$ cat config.mk
export PLATFORM = sky130hd
export DESIGN_NAME = if_stage
export DESIGN_NICKNAME = d
export VERILOG_FILES = /design/src/rtl/if_stage.sv
export SDC_FILE = /design/constraint.sdc
export NUM_CORES = 1
export LEC_CHECK = 0
export CAP_MARGIN = 40
export CORE_MARGIN = 2
export CORE_UTILIZATION = 30
export DETAILED_ROUTE_END_ITERATION = 6
export PLACE_DENSITY = 0.55
export RECOVER_POWER = 25
export SLEW_MARGIN = 20
export SYNTH_ARGS = -nofsm -noshare
export SYNTH_HDL_FRONTEND = slang
export SYNTH_SLANG_ARGS = --single-unit
$ cat constraint.sdc
create_clock -name clk -period 10.9 [get_ports clk]
set_input_delay 2.18 -clock clk [delete_from_list [all_inputs] [get_ports clk]]
set_output_delay 2.18 -clock clk [all_outputs]
set_load 0.02 [all_outputs]
$ cat src/rtl/if_stage.sv
// if_stage: instruction-fetch stage. Owns the PC, issues one outstanding
// request at a time to instruction memory over a req/ack handshake, buffers
// returned words in a small prefetch FIFO and presents {pc+4, instr} to decode.
// Execute-stage redirects flush the FIFO and drop any wrong-path fetch.
// Optional build macro IF_PERF_EN adds perf_fetched / perf_bubble counters.
module if_stage #(
    parameter logic [31:0] RESET_PC  = 32'h0000_0000,
    parameter int          BUF_DEPTH = 2
) (
    input  logic        clk,
    input  logic        rstd,
    output logic        imem_req,
    output logic [31:0] imem_addr,
    input  logic        imem_ack,
    input  logic [31:0] imem_rdata,
    input  logic        stall_d,
    input  logic        redirect,
    input  logic [31:0] redirect_pc,
    output logic        valid_out,
    output logic [31:0] pc_out,
    output logic [31:0] instr_out
`ifdef IF_PERF_EN
    ,
    output logic [31:0] perf_fetched,
    output logic [31:0] perf_bubble
`endif
);

    localparam int PW = $clog2(BUF_DEPTH);
    localparam int CW = PW + 1;

    typedef enum logic [1:0] {
        S_IDLE,
        S_WAIT,
        S_DISCARD
    } state_t;

    state_t        state_q, state_d;
    logic [31:0]   pc_q, pc_d;
    logic [31:0]   addr_q, addr_d;
    logic [PW-1:0] rd_ptr_q, rd_ptr_d;
    logic [PW-1:0] wr_ptr_q, wr_ptr_d;
    logic [CW-1:0] count_q, count_d;
    logic [31:0]   buf_pc_q    [BUF_DEPTH];
    logic [31:0]   buf_instr_q [BUF_DEPTH];

    logic          req_c;
    logic          push_c;
    logic          pop_c;
    logic          credit_c;
    logic [31:0]   target_pc;
    logic [31:0]   push_pc;

    // Redirect targets are always word aligned; low two bits are dropped.
    assign target_pc = redirect_pc & 32'hFFFF_FFFC;
    // The only time nothing is outstanding is IDLE, so credit is just FIFO room.
    assign credit_c  = (count_q < CW'(BUF_DEPTH));
    assign push_pc   = addr_q + 32'd4;

    // Request is raised combinationally in IDLE so a new fetch can start the
    // cycle after an ack; it is forced low while reset is asserted.
    assign imem_req  = rstd & req_c;
    // In IDLE the next fetch address is the PC; otherwise hold the in-flight
    // address (the PC may already point at a redirect target in DISCARD).
    assign imem_addr = (state_q == S_IDLE) ? pc_q : addr_q;

    assign valid_out = (count_q != '0);
    assign pc_out    = valid_out ? buf_pc_q[rd_ptr_q]    : 32'h0;
    assign instr_out = valid_out ? buf_instr_q[rd_ptr_q] : 32'h0;
    assign pop_c     = valid_out & ~stall_d & ~redirect;

    // Fetch FSM: next state, PC, request and push decision.
    always_comb begin
        state_d = state_q;
        pc_d    = pc_q;
        addr_d  = addr_q;
        req_c   = 1'b0;
        push_c  = 1'b0;
        case (state_q)
            S_IDLE: begin
                if (redirect) begin
                    pc_d = target_pc;
                end else if (credit_c) begin
                    req_c   = 1'b1;
                    addr_d  = pc_q;
                    state_d = S_WAIT;
                end
            end
            S_WAIT: begin
                req_c = 1'b1;
                if (redirect) begin
                    pc_d    = target_pc;
                    state_d = imem_ack ? S_IDLE : S_DISCARD;
                end else if (imem_ack) begin
                    push_c  = 1'b1;
                    pc_d    = push_pc;
                    state_d = S_IDLE;
                end
            end
            S_DISCARD: begin
                req_c = 1'b1;
                if (redirect) begin
                    pc_d = target_pc;
                end
                if (imem_ack) begin
                    state_d = S_IDLE;
                end
            end
            default: begin
                state_d = S_IDLE;
            end
        endcase
    end

    // FIFO pointer/occupancy update; redirect empties the buffer outright.
    always_comb begin
        rd_ptr_d = rd_ptr_q;
        wr_ptr_d = wr_ptr_q;
        count_d  = count_q;
        if (redirect) begin
            rd_ptr_d = '0;
            wr_ptr_d = '0;
            count_d  = '0;
        end else begin
            if (push_c) begin
                wr_ptr_d = wr_ptr_q + PW'(1);
            end
            if (pop_c) begin
                rd_ptr_d = rd_ptr_q + PW'(1);
            end
            count_d = count_q + CW'(push_c) - CW'(pop_c);
        end
    end

    // Control state registers.
    always_ff @(posedge clk or negedge rstd) begin
        if (!rstd) begin
            state_q  <= S_IDLE;
            pc_q     <= RESET_PC;
            addr_q   <= RESET_PC;
            rd_ptr_q <= '0;
            wr_ptr_q <= '0;
            count_q  <= '0;
        end else begin
            state_q  <= state_d;
            pc_q     <= pc_d;
            addr_q   <= addr_d;
            rd_ptr_q <= rd_ptr_d;
            wr_ptr_q <= wr_ptr_d;
            count_q  <= count_d;
        end
    end

    // FIFO storage: payload only, outputs are masked by valid_out.
    for (genvar gi = 0; gi < BUF_DEPTH; gi++) begin : g_buf
        // Capture {pc+4, instr} into the entry addressed by the write pointer.
        always_ff @(posedge clk) begin
            if (push_c && (wr_ptr_q == PW'(gi))) begin
                buf_pc_q[gi]    <= push_pc;
                buf_instr_q[gi] <= imem_rdata;
            end
        end
    end

`ifdef IF_PERF_EN
    logic [31:0] perf_fetched_q;
    logic [31:0] perf_bubble_q;

    // Wrapping counters: pushed fetches and empty-without-redirect cycles.
    always_ff @(posedge clk or negedge rstd) begin
        if (!rstd) begin
            perf_fetched_q <= 32'h0;
            perf_bubble_q  <= 32'h0;
        end else begin
            if (push_c) begin
                perf_fetched_q <= perf_fetched_q + 32'd1;
            end
            if (!valid_out && !redirect) begin
                perf_bubble_q <= perf_bubble_q + 32'd1;
            end
        end
    end

    assign perf_fetched = perf_fetched_q;
    assign perf_bubble  = perf_bubble_q;
`endif

endmodule

# Word-level counts from Yosys, hierarchy flattened
# Memory sizes are Yosys's and may differ from the RTL's.
# Index checks and enable logic that the tools add are counted.
# Widths: inputs -> output; s select.
[totals] n_memories=2 ramBits=128 latchBits=0 elab_cells=74 romBits=0 reg_bits=70 out_inout_bits=98 inputBits=69
[mem_list] memory="buf_instr_q" depth=2 width=32 read_ports=1 rd_ports_with_merged_regs=0 wr=1 line_no="45" text="logic [31:0] buf_instr_q [BUF_DEPTH];"
[mem_list] memory="buf_pc_q" depth=2 width=32 read_ports=1 rd_ports_with_merged_regs=0 wr=1 line_no="44" text="logic [31:0] buf_pc_q [BUF_DEPTH];"
[classes] n_mul=0 n_mux=34 div=0 n_reduce_logical=14 n_lt_le_gt_ge=1 eq_ne=6 n_addsub=5 n_bitwise=6 shifts=0
[ops] op="$mux 32" n=8
[ops] op="$pmux 32 s2" n=1
[ops] op="$reduce_or 32->1" n=2
[ops] op="$add 32x3->32 const B" n=1
[ops] op="$mux 1" n=17
[ops] op="$mux 2" n=6
[ops] op="$reduce_bool 2->1" n=4
[ops] op="$pmux 2 s3" n=1
[ops] op="$reduce_and 3->1" n=2
[ops] op="$ne 2x2->1 const B" n=2
[ops] op="$reduce_or 2->1" n=2
[ops] op="$and 1x1->1" n=3
[ops] op="$ne 3x3->1 const B" n=1
[ops] op="$not 1->1" n=3
[ops] op="$add 1x1->1 const B" n=2
[ops] op="$add 2x1->2" n=1
[ops] op="$eq 2x1->1 const B" n=1
[ops] op="$eq 2x2->1 const B" n=1
[ops] op="$logic_and 1x1->1" n=2
[ops] op="$logic_not 2->1" n=1
[ops] op="$lt 2x2->1 const B" n=1
[ops] op="$ne 2x1->1 const B" n=1
[ops] op="$pmux 1 s2" n=1
[ops] op="$reduce_and 2->1" n=1
[ops] op="$sub 2x1->2" n=1

# Logic depth before layout (Yosys ltp)
[depth] word_depth=8 ltp_mapped=10 mapped_depth_nobuf=8

# Worst setup path before layout
# Ideal clock, no wire load.
[synth_timing] path_kind="input port to output port" start="input port redirect" end="output port imem_req" t_required_ns=8.720 path_stages=4 slack_ns=5.114 n_path_buf=1 t_arrival_ns=3.606 cell_sequence="nor3b_1 -> clkbuf_1 -> nor2_1 -> nor3b_1"
[synth_via] elab_chain_len=3
[synth_rtl] item="start, declared" line_no="17" text="input logic redirect,"
[synth_rtl] item="$mux 1" line_no="81" text="if (redirect) begin"
[synth_rtl] item="$pmux 1 s2" line_no="79" text="case (state_q)"
[synth_rtl] item="$and 1x1->1" line_no="62" text="assign imem_req = rstd & req_c;"
[synth_rtl] item="end, declared" line_no="12" text="output logic imem_req,"
# No other way between the ends.

# Worst setup path after layout
[layout_timing] start="input port rstd" end="output port imem_req"
[layout_via] elab_chain_len=1
[layout_rtl] item="start, declared" line_no="11" text="input logic rstd,"
[layout_rtl] item="$and 1x1->1" line_no="62"
# No other way between the ends.

==> impl_metrics.tcl <==
set metrics [dict create \
    drive_above_1_share_pct 13.0 \
    netlist_area_um2 8910 \
    maxCapViolCount 1 \
    yosys.area.top_type "edfxtp_1" \
    layout_common_cells "141 x clkdlybuf4s50_1, 128 x edfxtp_1, 91 x nor2_1" \
    antenna_found_initial 0 \
    synth_xor_area_share_pct 2.25 \
    synth-edff-count 128 \
    clockRootBuffer "clkbuf_16" \
    grt_max_degree 55 \
    ant_nets 0 \
    dr.pass1.iters 5 \
    clk-insertion-delay-late_ps 430 \
    ys.flop_type "edfxtp_1" \
    worst_pin_slew_ps 1760 \
    synth_top_family_by_area "multiplexers" \
    post_drt_via_cell_ratio 4.71 \
    design_area_um2 11700 \
    postPlaceCellArea_um2 11100 \
    avgSynthCellArea_um2 12.3 \
    violations "capacitance limit, slew limit" \
    cp.required_ps 8720 \
    p_leak_nw 4.13 \
    crit_arrival_ps 4510 \
    io_buffer_count 164 \
    cts_tree "done" \
    syn_inst 722 \
    fin_tns_setup_ps 0 \
    max-clock-path-buffers 2 \
    finalNetCount 954 \
    place_congestion 0.759 \
    ctsHoldBuffers 0 \
    grt_pass1_vias 5940 \
    syn_nets 798 \
    crit_type "in2out" \
    cts_setup_buffers 0 \
    synth-seq-cells 198 \
    clock-sinks 198 \
    regArea_um2 5600 \
    routedWlPerCell_um 17.6 \
    synth.area.top_cells "edfxtp_1 43%, dfrtp_1 20%, mux2i_1 7.9%" \
    yosysSeqAreaShare_pct 62.8 \
    drc 0 \
    core.rowCount 63 \
    hold_path_class "reg2reg" \
    grt_pass1_wl_um 34700 \
    peakVddDrop_mv 0.128 \
    n_antenna_cell 0 \
    synth_mux_area_share_pct 13.7 \
    max_stage_delay_ps 1240 \
    max-slew-margin-rel_pct -17.2 \
    dp_hpwl_um 15300 \
    crit_path_max_fanout 31 \
    routed_wl_um 22500 \
    area_growth_pct 30.9 \
    die_h_um 176 \
    worstPathCellList "clkbuf_1 -> nor3b_1 -> clkdlybuf4s50_1" \
    report.final.slew_viol_count 32 \
    num_vias 6032 \
    ys_types 47 \
    crit_path_start_kind "input port" \
    multi_input_area_um2 3100 \
    cts_resized 0 \
    synthArstFlopShare_pct 35.4 \
    rsz0062_at_grt "no" \
    cts_buffers 17 \
    synth_top_cell_area_share_pct 43.1 \
    n_fill_cell 2836 \
    die_w_um 176 \
    cts.reportedPaths.clkPinSlew_ps 70 \
    htree_levels 4 \
    slowest_stage "clkbuf_1" \
    coreArea_um2 29500 \
    synth_compound_area_share_pct 5.67 \
    die_area_um2 31100 \
    period_needed_ps 6690 \
    initial_core_util_pct 30.2 \
    hold_viol 0 \
    mostFrequentLayoutCell "clkdlybuf4s50_1" \
    setup_viol 0 \
    grt_util_all_layers_pct 14.7 \
    endpoint_kind "output pin" \
    io_pins 167 \
    p_per_area_nw_per_um2 264 \
    skew_ps 14.0 \
    max_freq_ghz 0.150 \
    overflow 0 \
    synthAdderAreaFrac_pct 0.983 \
    post-route-util_pct 39.6 \
    yosys.area_share.simple_pct 11.9 \
    yosysWarnings 0 \
    drtIter0Drc 392 \
    outcome "complete, but fails checks" \
    period_share_pct 61.4 \
]
## report_power, final
| part | switching, mW | internal (mW) |
|---|---|---|
| Combinational | 0.718 | 0.579 |
| Clock | 0.295 | 0.344 |
| Sequential | 0.148 | 0.998 |
## kinds of logic after synthesis
family / Yosys count
AO/OA/AOI/OAI: 86
adder cells (fa/ha/maj): 7
multiplexers: 116
buffers and inverters: 62
AND/OR/NAND/NOR: 231
XOR/XNOR: 22
flip-flops: 198
## metrics by stage
step           worst slack [ps]  hold WS (ps)  std cells  power, mW
6_report                   4210           495       1281       3.08
5_1_grt                    3870           531       1281       3.27
4_1_cts                    4560           498       1281       3.13
3_5_place_dp               4560           482       1249       2.48
3_3_place_gp               4560           464       1243       2.43
2_1_floorplan              5110           450        722       1.90
## worst max-delay path: cells and delay by family
| kind | cells | cell delay (ps) |
|---|---|---|
| buf+inv | 2 | 1910 |
| simple gates | 1 | 400 |
## synthesized netlist by cell type, types with 2 or more instances
cell	n
mux2_2	46
xnor2_1	10
xor2_1	11
and4_1	2
a31oi_1	3
edfxtp_1	128
nor3b_1	3
a21oi_1	6
nor3_1	9
o31a_2	3
nor2_1	94
clkbuf_1	34
mux2i_1	70
nor4_1	11
ha_1	7
or2_2	9
buf_1	4
and3_1	4
a31o_2	2
nand2_1	62
nand2b_1	2
nand4_1	10
dfrtp_1	70
buf_2	3
o211ai_1	2
o21ai_0	57
nand3_1	17
or4_4	3
inv_1	20
a221o_1	3
## path summary, 6_finish.rpt
path,startpoint,cells past startpoint,slack [ps],to
min in group asynchronous,rstd,1,2200,pc_q[24]$_DFFE_PN0P_
min,pc_q[0]$_DFFE_PN0P_,2,490,pc_q[0]$_DFFE_PN0P_
max reg2reg,addr_q[15]$_DFFE_PN0P_,5,8230,pc_q[27]$_DFFE_PN0P_
min reg2reg,pc_q[0]$_DFFE_PN0P_,2,490,pc_q[0]$_DFFE_PN0P_
max in group asynchronous,rstd,2,7260,rd_ptr_q$_DFFE_PN0P_
max,rstd,3,4210,imem_req
## routing by layer
| layer | part of all wire [%] | track usage [%] | up-vias |
|---|---|---|---|
| met5 | 0 | 0 | - |
| met4 | 0.61 | 2.82 | 0 |
| met3 | 4.3 | 3.60 | 11 |
| met2 | 46 | 23.9 | 149 |
| met1 | 49 | 20.1 | 2957 |
| li1 | - | - | 2915 |
## registers in the layout, indices dropped and copies added, names as in the netlist
| signal | flops |
|---|---|
| buf_instr_q | 64 |
| buf_pc_q | 64 |
| addr_q | 32 |
| pc_q | 32 |
| count_q | 2 |
| state_q | 2 |
| rd_ptr_q | 1 |
| wr_ptr_q | 1 |
## cell type report
cell class	instances	area share, %
flip-flops and latches	198	48.0
multi-input cells	462	26.6
inverters	20	0.643
clock buffers	17	3.64
well taps	390	4.18
clock inverters	15	1.44
repair buffers	179	15.5
Power figures use the tool's default switching activity.
